==> config.mk <==
export PLATFORM = sky130hd
export DESIGN_NAME = jtkiwi_tdraw
export DESIGN_NICKNAME = d
export VERILOG_FILES = /design/src/rtl/jtkiwi_tdraw.sv
export SDC_FILE = /design/constraint.sdc
export NUM_CORES = 1
export LEC_CHECK = 0
export ABC_CLOCK_PERIOD_IN_PS = 4600
export CELL_PAD_IN_SITES_DETAIL_PLACEMENT = 1
export CELL_PAD_IN_SITES_GLOBAL_PLACEMENT = 1
export CORE_ASPECT_RATIO = 1.5
export CORE_UTILIZATION = 39
export CTS_CLUSTER_DIAMETER = 60
export DETAILED_ROUTE_END_ITERATION = 12
export PLACE_DENSITY_LB_ADDON = 0.25
export SETUP_SLACK_MARGIN = 0.1
export SLEW_MARGIN = 10
export SYNTH_ARGS = -nofsm -noshare
export SYNTH_HDL_FRONTEND = slang
export SYNTH_SLANG_ARGS = --single-unit
==> constraint.sdc <==
create_clock -name clk -period 4.6 [get_ports clk]
set_input_delay 1.38 -clock clk [delete_from_list [all_inputs] [get_ports clk]]
set_output_delay 1.38 -clock clk [all_outputs]
set_load 0.01 [all_outputs]
==> src/rtl/jtkiwi_tdraw.sv <==
// jtkiwi_tdraw: tile-row draw engine, fetches two ROM words per 16-pixel row and writes them to a line buffer.
// Optional JTKIWI_TDRAW_PREFETCH_EN requests the second word while the first half is drawn.
module jtkiwi_tdraw #(
  parameter int TRANSP = 1
) (
  input  logic        rst,
  input  logic        clk,
  input  logic        draw,
  output logic        busy,
  input  logic [15:0] code,
  input  logic [15:0] attr,
  input  logic [8:0]  xpos,
  input  logic [3:0]  ysub,
  output logic [17:0] rom_addr,
  output logic        rom_cs,
  input  logic        rom_ok,
  input  logic [31:0] rom_data,
  output logic [8:0]  buf_addr,
  output logic        buf_we,
  output logic [8:0]  buf_din
);
  typedef enum logic [1:0] {IDLE, FETCH, DRAW} state_t;
  state_t      state_q, state_d;
  logic [3:0]  cnt_q, cnt_d;
  logic [31:0] data_q, data_d, pix;
  logic [17:0] addr_q, addr_d;
  logic        first_q, first_d;
  logic        hflip_q;
  logic [4:0]  pal_q;
  logic [8:0]  xpos_q;
  logic [2:0]  b;
  logic [3:0]  pen;
  logic        accept, take, pf_cs;
  logic        unused;
`ifdef JTKIWI_TDRAW_PREFETCH_EN
  logic [31:0] shadow_q, shadow_d;
  logic        have_q, have_d;
`endif
  assign unused = ^{attr[10:0], code[13]};
  always_comb begin
    state_d = state_q;
    cnt_d = cnt_q;
    data_d = data_q;
    addr_d = addr_q;
`ifdef JTKIWI_TDRAW_PREFETCH_EN
    shadow_d = shadow_q;
    have_d = have_q;
    pf_cs = state_q == DRAW && !cnt_q[3] && !have_q;
`else
    pf_cs = 1'b0;
`endif
    accept = state_q == IDLE && draw;
    rom_cs = state_q == FETCH || pf_cs;
    take = rom_cs && rom_ok && !first_q;
    // a fresh address is presented whenever the request starts or a word was just taken
    first_d = !rom_cs || take;
    busy = state_q != IDLE;
    rom_addr = addr_q;
    b = hflip_q ? cnt_q[2:0] : ~cnt_q[2:0];
    pix = data_q >> b;
    pen = {pix[24], pix[16], pix[8], pix[0]};
    buf_we = state_q == DRAW && !(TRANSP != 0 && pen == 4'd0);
    buf_addr = xpos_q + {5'd0, cnt_q};
    buf_din = {pal_q, pen};
    if (accept) begin
      state_d = FETCH;
      cnt_d = 4'd0;
      addr_d = {code[12:0], code[14] ? ~ysub : ysub, code[15]};
`ifdef JTKIWI_TDRAW_PREFETCH_EN
      have_d = 1'b0;
`endif
    end
    if (state_q == FETCH && take) begin
      state_d = DRAW;
      data_d = rom_data;
      addr_d[0] = cnt_q[3] ? addr_q[0] : ~addr_q[0];
    end
    if (state_q == DRAW) begin
      cnt_d = cnt_q + 4'd1;
`ifdef JTKIWI_TDRAW_PREFETCH_EN
      if (take) begin
        shadow_d = rom_data;
        have_d = 1'b1;
      end
      if (cnt_q == 4'd7) begin
        data_d = have_q ? shadow_q : rom_data;
        state_d = have_q || take ? DRAW : FETCH;
      end
`else
      if (cnt_q == 4'd7) state_d = FETCH;
`endif
      if (cnt_q == 4'd15) state_d = IDLE;
    end
  end
  always_ff @(posedge clk or posedge rst) begin
    if (rst) begin
      state_q <= IDLE;
      cnt_q <= 4'd0;
      data_q <= 32'd0;
      addr_q <= 18'd0;
      first_q <= 1'b1;
      hflip_q <= 1'b0;
      pal_q <= 5'd0;
      xpos_q <= 9'd0;
    end else begin
      state_q <= state_d;
      cnt_q <= cnt_d;
      data_q <= data_d;
      addr_q <= addr_d;
      first_q <= first_d;
      if (accept) begin
        hflip_q <= code[15];
        pal_q <= attr[15:11];
        xpos_q <= xpos;
      end
    end
  end
`ifdef JTKIWI_TDRAW_PREFETCH_EN
  always_ff @(posedge clk or posedge rst) begin
    if (rst) begin
      shadow_q <= 32'd0;
      have_q <= 1'b0;
    end else begin
      shadow_q <= shadow_d;
      have_q <= have_d;
    end
  end
`endif
endmodule
After elaboration in Yosys (flattened, before gate mapping)
Cells that the tools add are included.
Storage, ports and cells
  word-level logic and storage cells: 47
  register bits after elaboration: 72
  bits of input ports: 81
Cells by class
  multiplexer cells: 12
  equal/unequal tests: 5
  reductions and logical operators: 15
  add/sub/neg operators: 2
  shift-type cells: 1
  bitwise operators: 3
Operators with widths (number)
  32-bit by 3-bit >> shifter with 25-bit output: 1
  4-bit 2-to-1 mux: 3
  2-bit 2-to-1 mux: 5
  9-bit by 4-bit adder with 9-bit output: 1
  2-bit nonzero test: 3
  1-bit logical AND: 5
  4-bit by 1-bit adder with 4-bit output (second input constant): 1
  4-bit by 3-bit equality test with 1-bit output (second input constant): 1
  4-bit equality test (second input constant): 1
  4-bit zero test: 1
  4-bit NOT: 1
  1-bit zero test: 3
  1-bit 2-to-1 mux: 3
  3-bit 2-to-1 mux: 1
  3-bit NOT: 1
  2-bit by 1-bit equality test with 1-bit output (second input constant): 1
  2-bit equality test (second input constant): 1
  2-bit zero test: 1
  2-bit inequality test (second input constant): 1
  2-bit AND reduction: 1
  1-bit logical OR: 1
  1-bit NOT: 1

Logic depth before layout (Yosys ltp)
  depth after elaboration: 8
  gate-level depth with buffers: 7

Worst setup path before layout
Ideal clock, no wire load.
  kind: flip-flop to output port
  from: register cnt_q[2]
  to: output port buf_we
  data arrival time: 1765 ps
  path slack: 1455 ps
  stages on the path, launching flop included: 8
  cell sequence: dfrtp_1 -> buf_6 -> buf_6 -> nand3b_4 -> o21ai_4 -> a2111oi_4 -> a22oi_1 -> o41a_1
On the way
  word-level cells in the longest chain between the ends: 6
Ends and longest elaborated chain
  from (decl): RTL line 24  | logic [3:0] cnt_q, cnt_d;
  from (signal assigned): RTL line 107  | cnt_q <= cnt_d;
  3-bit NOT: RTL line 59  | b = hflip_q ? cnt_q[2:0] : ~cnt_q[2:0];
  3-bit 2-to-1 mux (*): RTL line 59
  32-bit by 3-bit >> shifter with 25-bit output (*): RTL line 60  | pix = data_q >> b;
  named net buf_din[3]: RTL line 20  | output logic [8:0] buf_din
  4-bit zero test (*): RTL line 62  | buf_we = state_q == DRAW && !(TRANSP != 0 && pen == 4'd0);
  1-bit zero test (*): RTL line 62
  1-bit logical AND (*): RTL line 62
  to (decl): RTL line 19  | output logic buf_we,
Mark *: on every way through the listed nets, which the timed path passes. The rest lies on a longest branch.

Worst setup path in the final report
  from: register cnt_q[2]
  to: output port buf_we
On the way
  word-level cells in the longest chain between the ends: 6
Ends and longest elaborated chain (RTL line)
  3-bit NOT: 59
  3-bit 2-to-1 mux (*): 59
  32-bit by 3-bit >> shifter with 25-bit output (*): 60
  4-bit zero test (*): 62
  1-bit zero test (*): 62
  1-bit logical AND (*): 62
Mark *: on every way between the ends. The rest lies on a longest branch, timed or not.

==> results summary <==
The most used flip-flop cell after synthesis is sky130_fd_sc_hd__dfrtp_1. The run finished with clean final reports. The first detailed-routing pass ran for 4 iterations. The initial standard-cell utilization of the core is 0.406. The number of levels the H-tree was split into came out at 3. The routability congestion estimate is 0.744.

The top-level port count is 120. The min-delay analysis places its worst path in the category flop to flop. Buffers inserted to repair hold after CTS numbered 0. The worst-margin pin slew came out at 0.598 ns. The routed length per instance came out at 18.0 µm.

The via count of the first global-routing pass came to 3100. The total overflow left after global routing is 0. The area enclosed by the die boundary came out at 9700 µm².

The critical path data required time came out at 3.22 ns. The post-synthesis cell type with the largest combined area is sky130_fd_sc_hd__dfrtp_1. The final design utilization is 0.571.

The growth of design area from synthesis to finish came out at 40.6%. The initial antenna violation count was 0. The wire length of the first global-routing pass came out at 15200 µm.

Dividing the detail-routed via count by the number of cells gives 5.43. The maximum fanout count along the critical path is 21. The warning count from the yosys run came out at 0.

The type of the worst setup path is flop to output pin. STA classifies the critical path startpoint as a flop. The pin count of the biggest net entering global routing is 46. The signal arrival time at the worst endpoint came out at 2.85 ns. The global routing usage summed across all routing layers is 0.209. Setup repair after global routing left no endpoint under its margin.

The number of hold violations in the final report came out at 0. The signal on the critical path passes through buf_4, nor3b_1, a21oi_1, a221oi_1, a211oi_2, o41a_1, clkdlybuf4s50_1. The number of nets handed over by synthesis was 381.

The final setup violation count came out at 0. The net count reported at finish came out at 491. Counting cells, the worst reg-to-reg path comes to 4. The first routing iteration left 121 violations. The worst pin sits at a relative slew slack of 0.602. The number of buffers added by the clock tree synthesis step came out at 9. The number of rows in the core area came out at 42.

Sorting the synthesized cells by area gives the leading types as sky130_fd_sc_hd__dfrtp_1, sky130_fd_sc_hd__mux2_2, sky130_fd_sc_hd__mux2_1, sky130_fd_sc_hd__xnor2_1, sky130_fd_sc_hd__a22oi_1. In the final timing run, aggregate negative setup slack is 0 ns. The flop and latch count out of synthesis is 72. The vias after detailed routing is 2818. The wire-length estimate of the detail-placed layout is 6780 µm. Buffers placed on the I/O ports in this run total 107.

The largest vdd supply drop came out at 0.000197 V. The cell depth of the worst min-delay path came out at 1. The vertical extent of the die is 120 µm. The total length of routed wires came out at 9370 µm. The remaining antenna violation count after routing came out at 0. The tree is rooted in a sky130_fd_sc_hd__clkbuf_16. The CTS tree is done. The post-route clock period utilization is 0.920. The cell count after synthesis is 294. The post-synthesis async set-or-reset flop share is 1.00. The most common cell in the synthesized netlist is sky130_fd_sc_hd__dfrtp_1.

Clock-pin slew was measured on the worst setup and hold paths at 0.06 ns. The total power per unit cell area came out at 288 nW/µm². For this run, design rule violations remaining after detail routing come to 0. The count of different cell masters after synthesis is 58. The floorplan core area came out at 8930 µm². The number of fillers in the final layout came out at 937. The worst setup path is captured at an output pin. The count of max-cap constraint violations is 0. For this design, the slowest cell found on the critical path is sky130_fd_sc_hd__dfrtp_2.

The number of pins with negative max-slew slack in the final report is 0. The mean post-synth cell area came out at 12.3 µm². The commonest cells after synthesis are sky130_fd_sc_hd__dfrtp_1, sky130_fd_sc_hd__mux2_2, sky130_fd_sc_hd__nor2_1.

Summed over all cells, the static leakage comes to 2.26 nW. The clock passes through at most 2 buffers. The area occupied by multi-input gates is 1680 µm². The clock net in this run drives a total of 72 sinks. The maximum achievable frequency is 236 MHz. The worst hold slack after final layout came out at 0.498 ns. The share of the Yosys chip area taken by registers is 0.497.

The critical path's largest stage delay is 0.61 ns. The horizontal die dimension came out at 80.8 µm. The final clock skew is 0.00460 ns. The proportion of netlist area held by the largest area contributor came out at 0.490. The area of the mapped netlist came out at 3630 µm². The flip-flop and latch area came out at 1800 µm². The diode insertion count for antenna repair is 0. The clock latency reported for the late side of the worst-skew pair came out at 0.33 ns.

The time the final worst path needs with I/O delays and setup came out at 4.23 ns. The count of flip-flops with a built-in enable after synthesis is 0. The layout cell share with drive strength beyond 1 is 0.222.
## critical path, delay by kind of cell (launching register included)
kind                   cells  cell delay [ns]
DFF                        1             0.61
AOI/OAI and AO/OA          4             0.95
and+or+nand+nor            1             0.23
buffers and inverters      2             0.73
## what timing repair did
item,4_1_cts,5_1_grt
endpoints found under the hold margin,0,0
setup endpoints to repair,0,1
buffers inserted,0,0
resized for setup,0,1
## where the power goes
part | internal, mW | leakage (nW) | switching, mW
Clock | 0.447 | 0.148 | 0.262
Sequential | 0.648 | 0.940 | 0.0105
Combinational | 0.0715 | 1.17 | 0.0326
Total | 1.17 | 2.26 | 0.305
## worst paths after layout
path,start,endpoint,slack [ns]
min reg2reg,data_q[13],data_q[13],0.50
max,cnt_q[2],buf_we,0.37
max reg2reg,state_q[1],rom_addr[17],2.74
min,data_q[13],data_q[13],0.50
max in group asynchronous,rst,cnt_q[2],2.61
min in group asynchronous,rst,rom_addr[2],1.45
## layout make-up
type | count | share of cell area
tap | 110 | 0.0270
timing repair buffer | 116 | 0.223
inverter | 8 | 0.00589
multi-input combinational | 197 | 0.330
clock buffer | 11 | 0.0495
clock inverter | 5 | 0.0108
sequential | 72 | 0.354
## metal layers
layer | track usage | share of wire
met4 | 0.0703 | 0.017
met2 | 0.376 | 0.55
met1 | 0.229 | 0.37
met3 | 0.0616 | 0.062
met5 | 0 | 0
## cells in the final DEF (no fill, tap or decap), types with 3 or more instances in the layout
| cell | n |
|---|---|
| sky130_fd_sc_hd__nor3_1 | 3 |
| sky130_fd_sc_hd__inv_1 | 4 |
| sky130_fd_sc_hd__dfrtp_1 | 70 |
| sky130_fd_sc_hd__a22oi_1 | 9 |
| sky130_fd_sc_hd__a2bb2oi_1 | 3 |
| sky130_fd_sc_hd__mux2_1 | 9 |
| sky130_fd_sc_hd__a21oi_1 | 13 |
| sky130_fd_sc_hd__nand2b_1 | 4 |
| sky130_fd_sc_hd__a221oi_1 | 6 |
| sky130_fd_sc_hd__clkbuf_16 | 9 |
| sky130_fd_sc_hd__nand2_1 | 12 |
| sky130_fd_sc_hd__mux2_2 | 50 |
| sky130_fd_sc_hd__clkdlybuf4s50_1 | 107 |
| sky130_fd_sc_hd__nor2_1 | 14 |
| sky130_fd_sc_hd__xnor2_1 | 8 |
| sky130_fd_sc_hd__o21ai_0 | 11 |
| sky130_fd_sc_hd__ha_1 | 5 |
| sky130_fd_sc_hd__xor2_1 | 4 |
| sky130_fd_sc_hd__buf_4 | 9 |
| sky130_fd_sc_hd__inv_2 | 4 |
| sky130_fd_sc_hd__nand3b_1 | 3 |
| sky130_fd_sc_hd__a21o_1 | 3 |
## cell families after synthesis
| kind of cell | count (synthesis) | share of synthesized area |
|---|---|---|
| buffers and inverters | 25 | 0.0390 |
| DFF | 72 | 0.497 |
| AOI/OAI and AO/OA | 63 | 0.132 |
| muxes | 61 | 0.192 |
| and+or+nand+nor | 55 | 0.0883 |
| adders and majority gates | 6 | 0.0228 |
| xor gates and xnor gates | 12 | 0.0290 |
## state kept, by name, indices dropped and copies added (netlist names)
| register | count |
|---|---|
| cnt_q | 4 |
| data_q | 32 |
| first_q | 1 |
| hflip_q | 1 |
| pal_q | 5 |
| rom_addr | 18 |
| state_q | 2 |
| xpos_q | 9 |
## through the flow
step / instance area [µm²] / power [mW] / cells / setup WS [ns]
after global routing: 5100 / 1.53 / 519 / 0.212
final: 5100 / 1.47 / 519 / 0.367
after detailed placement: 4790 / 0.775 / 503 / 0.554
after floorplan: 3630 / 0.700 / 294 / 1.40
after global placement: 4790 / 0.771 / 503 / 0.595
after CTS: 5100 / 1.49 / 519 / 0.107
No activity file was read; power rests on OpenSTA's default activity.
